--- config.mk ---
export PLATFORM = sky130hd
export DESIGN_NAME = load_store_unit
export DESIGN_NICKNAME = d
export VERILOG_FILES = /design/src/rtl/load_store_unit.sv
export SDC_FILE = /design/constraint.sdc
export NUM_CORES = 1
export LEC_CHECK = 0
export ABC_AREA = 1
export BUFFER_PORTS_ARGS = -buffer_cell sky130_fd_sc_hd__buf_2
export CORE_MARGIN = 10
export CORE_UTILIZATION = 50
export CTS_CLUSTER_SIZE = 14
export DETAILED_ROUTE_END_ITERATION = 6
export PLACE_DENSITY = 0.87
export SETUP_SLACK_MARGIN = 0.15
export SLEW_MARGIN = 20
export SYNTH_ARGS = -nofsm -noshare
export SYNTH_HDL_FRONTEND = slang
export SYNTH_SLANG_ARGS = --single-unit
--- constraint.sdc ---
create_clock -name clk -period 4.1 [get_ports clk]
set_input_delay 0.205 -clock clk [delete_from_list [all_inputs] [get_ports clk]]
set_output_delay 0.205 -clock clk [all_outputs]
set_load 0.01 [all_outputs]
--- src/rtl/load_store_unit.sv ---
// Load/store unit between a scalar core and a word-organised data memory.
// Sub-word stores are done as read-modify-write; all memory and response outputs are registered.
module load_store_unit (
  input  logic        clk,
  input  logic        rst,
  input  logic        req_valid,
  output logic        req_ready,
  input  logic        req_store,
  input  logic [1:0]  req_size,
  input  logic        req_unsigned,
  input  logic [31:0] req_base,
  input  logic [31:0] req_offset,
  input  logic [31:0] req_wdata,
  output logic        rsp_valid,
  output logic [31:0] rsp_rdata,
  output logic        rsp_err,
  output logic [31:0] mem_addr,
  output logic [31:0] mem_wdata,
  output logic        mem_enable,
  output logic        mem_readwrite,
  input  logic [31:0] mem_rdata
);

  // Handshake: a request transfers on a rising edge where req_valid && req_ready;
  // req_ready is only high in IDLE out of reset, so nothing is ever queued.

  typedef enum logic [2:0] {
    IDLE,
    READ,
    CAPTURE,
    WRITE,
    RESP
  } state_t;

  state_t      state;

  logic [31:0] ea;
  logic        ea_err;

  logic        store_q;
  logic [1:0]  size_q;
  logic        uns_q;
  logic [1:0]  lane_q;
  logic [31:0] wdata_q;
  logic [15:0] addr_q;

  logic        en_q;
  logic        rw_q;
  logic [31:0] wd_q;
  logic        rv_q;
  logic [31:0] rdata_q;
  logic        err_q;

  assign ea = req_base + req_offset;

  always_comb begin
    ea_err = 1'b0;
    case (req_size)
      2'b01:   ea_err = ea[0];
      2'b10:   ea_err = |ea[1:0];
      2'b11:   ea_err = 1'b1;
      default: ea_err = 1'b0;
    endcase
    if (|ea[31:18]) ea_err = 1'b1;
  end

  // Pick the addressed lane out of a memory word and extend it to 32 bits.
  function automatic logic [31:0] load_extend(input logic [31:0] w, input logic [1:0] sz,
                                              input logic [1:0] ln, input logic uns);
    logic [7:0]  b;
    logic [15:0] h;
    b = w[{ln, 3'b000} +: 8];
    h = ln[1] ? w[31:16] : w[15:0];
    case (sz)
      2'b00:   return {{24{b[7] & ~uns}}, b};
      2'b01:   return {{16{h[15] & ~uns}}, h};
      default: return w;
    endcase
  endfunction

  // Replace only the addressed byte/halfword of the captured word.
  function automatic logic [31:0] merge_store(input logic [31:0] w, input logic [31:0] d,
                                              input logic [1:0] sz, input logic [1:0] ln);
    logic [31:0] r;
    r = w;
    case (sz)
      2'b00: r[{ln, 3'b000} +: 8] = d[7:0];
      2'b01: begin
        if (ln[1]) r[31:16] = d[15:0];
        else       r[15:0]  = d[15:0];
      end
      default: r = d;
    endcase
    return r;
  endfunction

  always_ff @(posedge clk) begin
    if (rst) begin
      state   <= IDLE;
      store_q <= 1'b0;
      size_q  <= 2'b00;
      uns_q   <= 1'b0;
      lane_q  <= 2'b00;
      wdata_q <= 32'd0;
      addr_q  <= 16'd0;
      en_q    <= 1'b0;
      rw_q    <= 1'b0;
      wd_q    <= 32'd0;
      rv_q    <= 1'b0;
      rdata_q <= 32'd0;
      err_q   <= 1'b0;
    end else begin
      en_q <= 1'b0;
      rw_q <= 1'b0;
      rv_q <= 1'b0;
      case (state)
        IDLE: begin
          if (req_valid && req_ready) begin
            store_q <= req_store;
            size_q  <= req_size;
            uns_q   <= req_unsigned;
            lane_q  <= ea[1:0];
            wdata_q <= req_wdata;
            addr_q  <= ea[17:2];
            if (ea_err) begin
              state   <= RESP;
              rv_q    <= 1'b1;
              err_q   <= 1'b1;
              rdata_q <= 32'd0;
            end else if (req_store && req_size == 2'b10) begin
              state <= WRITE;
              en_q  <= 1'b1;
              rw_q  <= 1'b1;
              wd_q  <= req_wdata;
            end else begin
              state <= READ;
              en_q  <= 1'b1;
            end
          end
        end
        READ: state <= CAPTURE;
        CAPTURE: begin
          // mem_rdata is valid here, one cycle after the read strobe.
          if (store_q) begin
            state <= WRITE;
            en_q  <= 1'b1;
            rw_q  <= 1'b1;
            wd_q  <= merge_store(mem_rdata, wdata_q, size_q, lane_q);
          end else begin
            state   <= RESP;
            rv_q    <= 1'b1;
            err_q   <= 1'b0;
            rdata_q <= load_extend(mem_rdata, size_q, lane_q, uns_q);
          end
        end
        WRITE: begin
          state   <= RESP;
          rv_q    <= 1'b1;
          err_q   <= 1'b0;
          rdata_q <= 32'd0;
        end
        RESP:    state <= IDLE;
        default: state <= IDLE;
      endcase
    end
  end

  // Outputs are masked by rst so an edge that aborts an operation can never write memory.
  assign req_ready     = (state == IDLE) && !rst;
  assign mem_enable    = en_q & ~rst;
  assign mem_readwrite = rw_q & ~rst;
  assign mem_wdata     = mem_readwrite ? wd_q : 32'd0;
  assign mem_addr      = rst ? 32'd0 : {16'd0, addr_q};
  assign rsp_valid     = rv_q & ~rst;
  assign rsp_rdata     = rst ? 32'd0 : rdata_q;
  assign rsp_err       = err_q & ~rst;

endmodule

==> metrics.txt, run 1 <==
routed vias 11750; first-pass GRT wire length 57.08 mm; Mapped Area 0.009987 sq mm; area leader, netlist dfxtp_1; Synth Instances 1712; Buf/Inv on CP 2; All-Layer GR Usage 26.56%; HP Class in -> reg; pin count of the biggest net entering global routing 105; Slew @ Worst Pin 1.077 ns; fraction of the yosys area taken by sequential cells 25.06%; share of the synthesized area in the top cell type 25.06%; WS Path Type in -> reg; fill cell count 1990; DRT antenna net count 0; worst skew pair latency 0.43 ns; fmax 338.6 MHz; sequential power share 33.3%; synth warn 0; Worst path top cell family by delay simple AND/OR/NAND/NOR gates; TNS Setup 0 ns; Top-Level Pins 236; max_slew headroom 28.19%; Residual DRC 0; global route overflow 0; number of detailed-route iterations in the first pass 6; DR vias/cell 5.430; most common library cells after synthesis 347 x nand2_1, 283 x inv_1, 229 x nor2_1; total power draw 3970 uW; outcome finished clean; initial antenna violation count 1; Clk pwr share 40.3%; CTS tree built; CP Launch Type input port; core area 0.01953 sq mm; Final Max Slew Viols 0; Final Skew 0.01903 ns; Max-Cap Viols 0; nets@finish 2057; htree depth 4; Max stage delay on crit path 0.45 ns; Worst path most repeated cell nand2_1; synth-to-layout area growth 17.93%; P_sw 1328 uW; post-CTS setup buffers 0; vias in the first global route 11110; Async S/R FF share, synth 0%; final count of hold timing violations 0; pre-CTS setup slack 0.8002 ns; post-CTS sizing 0; number of clock sinks 125; Req. time, crit path 4.41 ns; min cycle time layout 2.953 ns; Post-CTS Hold Buffers 4; Power Internal 2642 uW; Post-synth EDFFs 0; Pleak 0.006062 uW; IO Port Bufs 219; Max VDD drop 0.2641 mV; routed length per instance 16.66 um; hpwl dp 27.27 mm; Post-Route WL 36.06 mm; sw frac 33.45%; CTS root buffer clkbuf_16; count of final setup violators 0; Num CTS Buffers 17; count leader, synth nand2_1; layout cells sized above 1 16.07%; critical-path maximum fanout 29; worst path cell trace buf_2, ha_1, fa_1, nand3_1, nand3_1, nand2_1, nand2_1, nand2_1, nand3_1, nand2_1, nand2_1, nor2_1, nand2_1, nor2_2, nand3_2, nand2_2, buf_4, nand3_1, nand2_1, nor2_1; 1st-iter DRT viols 1314; Die Area 0.02603 sq mm; GPL Wtd Cong 0.9973; most area-consuming cells after synthesis dfxtp_1 25%, nand2_1 13%, inv_1 11%; final worst setup slack 1.147 ns; clk slew on worst S/H paths 0.06 ns; die width 161.3 um; Distinct cells, synth 42; synthesized flop and latch total 125; CP max-delay cell fa_1; unrepaired setup endpoints after global routing false; period utilization 72.03%; Initial Utilization 51.15%; dominant synthesized flop cell dfxtp_1; largest buffer count on any clock path 2; Die H 161.3 um; Comb power frac 26.3%; PwrDens 337.1 mW/mm^2; Arr. time, crit path 3.26 ns; syn_area_per_cell 5.834 sq um; Row Count 51; CP Capture Type register
[tightest hold or removal path: stages]
cell and delay, ns:
buf_2 0.10, nand2_1 0.05, nand2_1 0.05
[power groups by stage]
stage	combinational, uW	clock (uW)	sequential [uW]
floorplan	697	0	1340
global placement	1000	0	1350
detailed placement	1010	0	1350
CTS	1020	1600	1320
global route	1160	1660	1330
finish	1050	1600	1320
[flip-flops by register name, summed over array words and instances, names as in the netlist]
signal	flops
addr_q	16
en_q	1
err_q	1
lane_q	2
rdata_q	32
rv_q	1
rw_q	1
size_q	2
state	3
store_q	1
uns_q	1
wd_q	32
wdata_q	32
[cell families (layout without fill, tap and decap cells)]
| logic type | count (synthesis) | count (layout) | synth area share [%] |
|---|---|---|---|
| AOI/OAI and AO/OA | 400 | 400 | 22.15 |
| DFF | 125 | 125 | 25.06 |
| other | 1 | 17 | 0.03755 |
| xor gates and xnor gates | 17 | 17 | 1.491 |
| adders and majority gates | 37 | 37 | 4.711 |
| and+or+nand+nor | 730 | 730 | 29.98 |
| buffers and inverters | 402 | 573 | 16.57 |
[layout make-up]
| cell class | instances | area, sq um | area share [%] |
|---|---|---|---|
| Antenna cell | 1 | 2.502 | 0.02125 |
| Clock buffer | 23 | 478.0 | 4.058 |
| Clock inverter | 9 | 133.9 | 1.137 |
| Inverter | 293 | 1100 | 9.338 |
| Multi-Input combinational cell | 1200 | 5906 | 50.14 |
| Sequential cell | 125 | 2502 | 21.25 |
| Tap cell | 265 | 331.6 | 2.815 |
| Timing Repair Buffer | 248 | 1324 | 11.24 |
[cell usage in the layout (no fill, tap or decap), drive strengths merged]
cell / instances
clkbuf: 23
inv: 291
a221oi: 4
dfxtp: 125
nor2: 241
o32ai: 5
xnor2: 4
nand3: 117
dlygate4sd3: 4
o31ai: 7
bufinv: 3
nor3: 9
a21oi: 165
fa: 1
o221ai: 15
conb: 16
o211ai: 9
nand4: 10
clkinvlp: 1
diode: 1
nand3b: 1
a2111oi: 2
ha: 36
a31oi: 1
o22ai: 21
o2111ai: 8
xor2: 13
o21a: 1
nand2: 350
and2: 2
o21bai: 1
o21ai: 158
o21ba: 1
buf: 244
clkinv: 7
a211oi: 2
[path summary, 6_finish.rpt]
path / start / to / slack (ns) / depth (start not counted)
max: req_base[0] / rdata_q[16] / 1.15 / 20
min: req_wdata[16] / wdata_q[16] / 0.01 / 3
min reg2reg: wdata_q[21] / wdata_q[21] / 0.45 / 2
max reg2reg: lane_q[1] / wd_q[15] / 1.17 / 12
[routing by layer]
layer  wire length, um  vias to the layer above  track usage [%]
met2             16830                      565            43.01
met1             14960                     5298            33.34
met5                 0                        -                0
met4              1123                        0            10.42
li1                  -                     5811                -
met3              3145                       77            6.329
[metrics by stage]
stage                     hold slack (ns)  cells  utilization, %  area (sq um)
after floorplan                    0.3155   1727               -         10040
after global placement             0.4159   2126           56.93         11120
after detailed placement           0.4187   2126           56.93         11120
after CTS                        0.007641   2162           60.27         11770
after global routing              0.01789   2164           60.32         11780
final                             0.01377   2164           60.32         11780
Power figures use the tool's default switching activity.
==> run 2, diff against run 1 <==
- clock period: 4.1 -> 3.1 ns (I/O delays scaled with it)
==> metrics.txt, run 2 (synthesized netlist as in run 1, its figures left out) <==
Max-Cap Viols 0 (unchanged); global route overflow 0 (unchanged); Die H 161.3 um (unchanged); number of clock sinks 125 (unchanged); All-Layer GR Usage 26.78% (+0.22 points); post-CTS sizing 0 (unchanged); count of final setup violators 0 (unchanged); Final Skew 0.01620 ns (-0.002832 ns); Final Max Slew Viols 0 (unchanged); WS Path Type reg -> reg; Non-Filler Instances 2174 (+0.46%); largest registers rdata_q x32, wd_q x32, wdata_q x32; 1st-iter DRT viols 1139 (-13%); Initial Utilization 51.15% (unchanged); most common cell after layout, fill and taps aside nand2_1; Top-Level Pins 236 (unchanged); Row Count 51 (unchanged); unrepaired setup endpoints after global routing false; hpwl dp 28.41 mm (+4.2%); DR vias/cell 5.420 (-0.19%); Max VDD drop 0.3050 mV (+15%); worst hold start req_wdata[12]; first-pass GRT wire length 57.33 mm (+0.44%); Post-Route WL 36.74 mm (+1.9%); worst r2r src state[0]; final count of hold timing violations 0 (unchanged); worst r2r path cells 13 (+1); IO Port Bufs 219 (unchanged); Arr. time, crit path 3.00 ns (-0.26 ns); CTS root buffer clkbuf_16; critical-path maximum fanout 65 (+120%); HP Class in -> reg; most frequent cells in the layout 345 x nand2_1, 282 x inv_1, 227 x nor2_1; max_slew headroom 38.26% (+10 points); CP Capture Type register; pin count of the biggest net entering global routing 98 (-6.7%); dpl cells 2132 (+0.28%); worst skew pair latency 0.43 ns (about the same); DRT antenna net count 0 (unchanged); largest buffer count on any clock path 2 (unchanged); synth-to-layout area growth 19.06%; Slew @ Worst Pin 0.9028 ns (-0.1743 ns); clk slew on worst S/H paths 0.07 ns (about the same); routed length per instance 16.90 um (+1.4%); routed vias 11780 (+0.27%); Residual DRC 0 (unchanged); worst reg2reg path endpoint wd_q[20]; worst path cell trace nor2_1, inv_1, nor2_1, inv_1, nor2_1, nand2_2, inv_2, nor2_1, nor2_4, buf_4, nand3_1, nand2_1, nor2_1; number of detailed-route iterations in the first pass 5 (-1); htree depth 4 (unchanged); fmax 373.1 MHz; PwrDens 437.8 mW/mm^2 (+30%); Die Area 0.02603 sq mm (unchanged); r2r setup slk 0.42 ns (-0.75 ns); initial antenna violation count 1 (unchanged); Max stage delay on crit path 0.51 ns (+0.06 ns); Num CTS Buffers 17 (unchanged); Final Util 60.89% (+0.58 points); CP max-delay cell buf_4; nets@finish 2067 (+0.49%); WHS Endpoint wdata_q[12]; vias in the first global route 11050 (-0.51%); TNS Setup 0 ns (unchanged); outcome finished clean; core area 0.01953 sq mm (unchanged); die width 161.3 um (unchanged); CTS tree built; Pleak 0.006103 uW (+0.68%); layout cells sized above 1 16.40% (+0.34 points); GPL Wtd Cong 1.002 (+0.48%); hold depth 3 (unchanged); CP Launch Type register; period utilization 86.46%; Req. time, crit path 3.42 ns (-0.99 ns); Worst path most repeated cell nor2_1; min cycle time layout 2.680 ns
-- run 2: cell types whose count changed in the layout (fill, tap and decap cells not counted), moves of 3 or more --
| cell | before | now |
|---|---|---|
| clkinvlp_4 | 1 | 4 |
| dlygate4sd3_1 | 4 | 9 |
| buf_12 | 0 | 3 |
| clkbuf_1 | 3 | 0 |
| inv_6 | 1 | 5 |
| clkbuf_8 | 3 | 0 |
-- run 2: final cells by class --
| cell class | count | area (sq um) |
|---|---|---|
| sequential | 125 | 2502 |
| clock buffer | 17 | 425.4 |
| clock inverter | 15 | 173.9 |
| antenna | 1 | 2.502 |
| tap | 265 | 331.6 |
| fill | 1934 | 7636 |
| timing repair buffer | 258 | 1449 |
| multi-input combinational | 1200 | 5906 |
| inverter | 293 | 1100 |
-- run 2: worst max path at each step --
| stage | startpoint | to | slack, ns | cells past startpoint |
|---|---|---|---|---|
| finish | state[0] | wd_q[20] | 0.42 | 13 |
| global route | lane_q[0] | wd_q[20] | 0.25 | 10 |
| CTS | state[0] | wd_q[26] | 0.54 | 13 |
| detailed placement | req_base[0] | wd_q[7] | 0.14 | 20 |
| global placement | req_base[0] | err_q | 0.25 | 20 |
| floorplan | lane_q[1] | wd_q[10] | 0.47 | 15 |
-- run 2: repair_timing --
| action | CTS | global route |
|---|---|---|
| hold buffers | 9 | 0 |
| setup buffers | 0 | 0 |
| endpoints found under the hold margin | 9 | 0 |
-- run 2: power breakdown --
part | switching [uW] | internal, uW | leakage [uW] | total (uW)
sequential | 42.2 | 1710 | 0.00102 | 1750
combinational | 931 | 465 | 0.00480 | 1400
clock | 851 | 1210 | 0.000281 | 2060
total | 1820 | 3380 | 0.00610 | 5210
-- run 2: worst max-delay path, delay by kind of cell (launching register included) --
kind,cells,cell delay [ns]
DFF,1,0.32
buffers and inverters,4,0.94
and+or+nand+nor,9,1.28
-- run 2: routing by layer --
| layer | global-route usage, % | up-vias | wire length, um |
|---|---|---|---|
| li1 | - | 5823 | - |
| met1 | 33.16 | 5318 | 15050 |
| met2 | 44.40 | 550 | 17260 |
| met3 | 5.846 | 92 | 3204 |
| met4 | 10.38 | 0 | 1216 |
| met5 | 0 | - | 0 |
-- run 2: through the flow --
stage               hold WS, ns  instance area, sq um  total power, uW  setup WS (ns)
floorplan                0.2655                 10040             2693         0.4708
global placement         0.3611                 11200             3123         0.2453
detailed placement       0.3724                 11200             3138         0.1396
CTS                     0.02101                 11890             5190         0.5413
global route            0.03523                 11890             5444         0.2458
finish                  0.02603                 11890             5206         0.4199
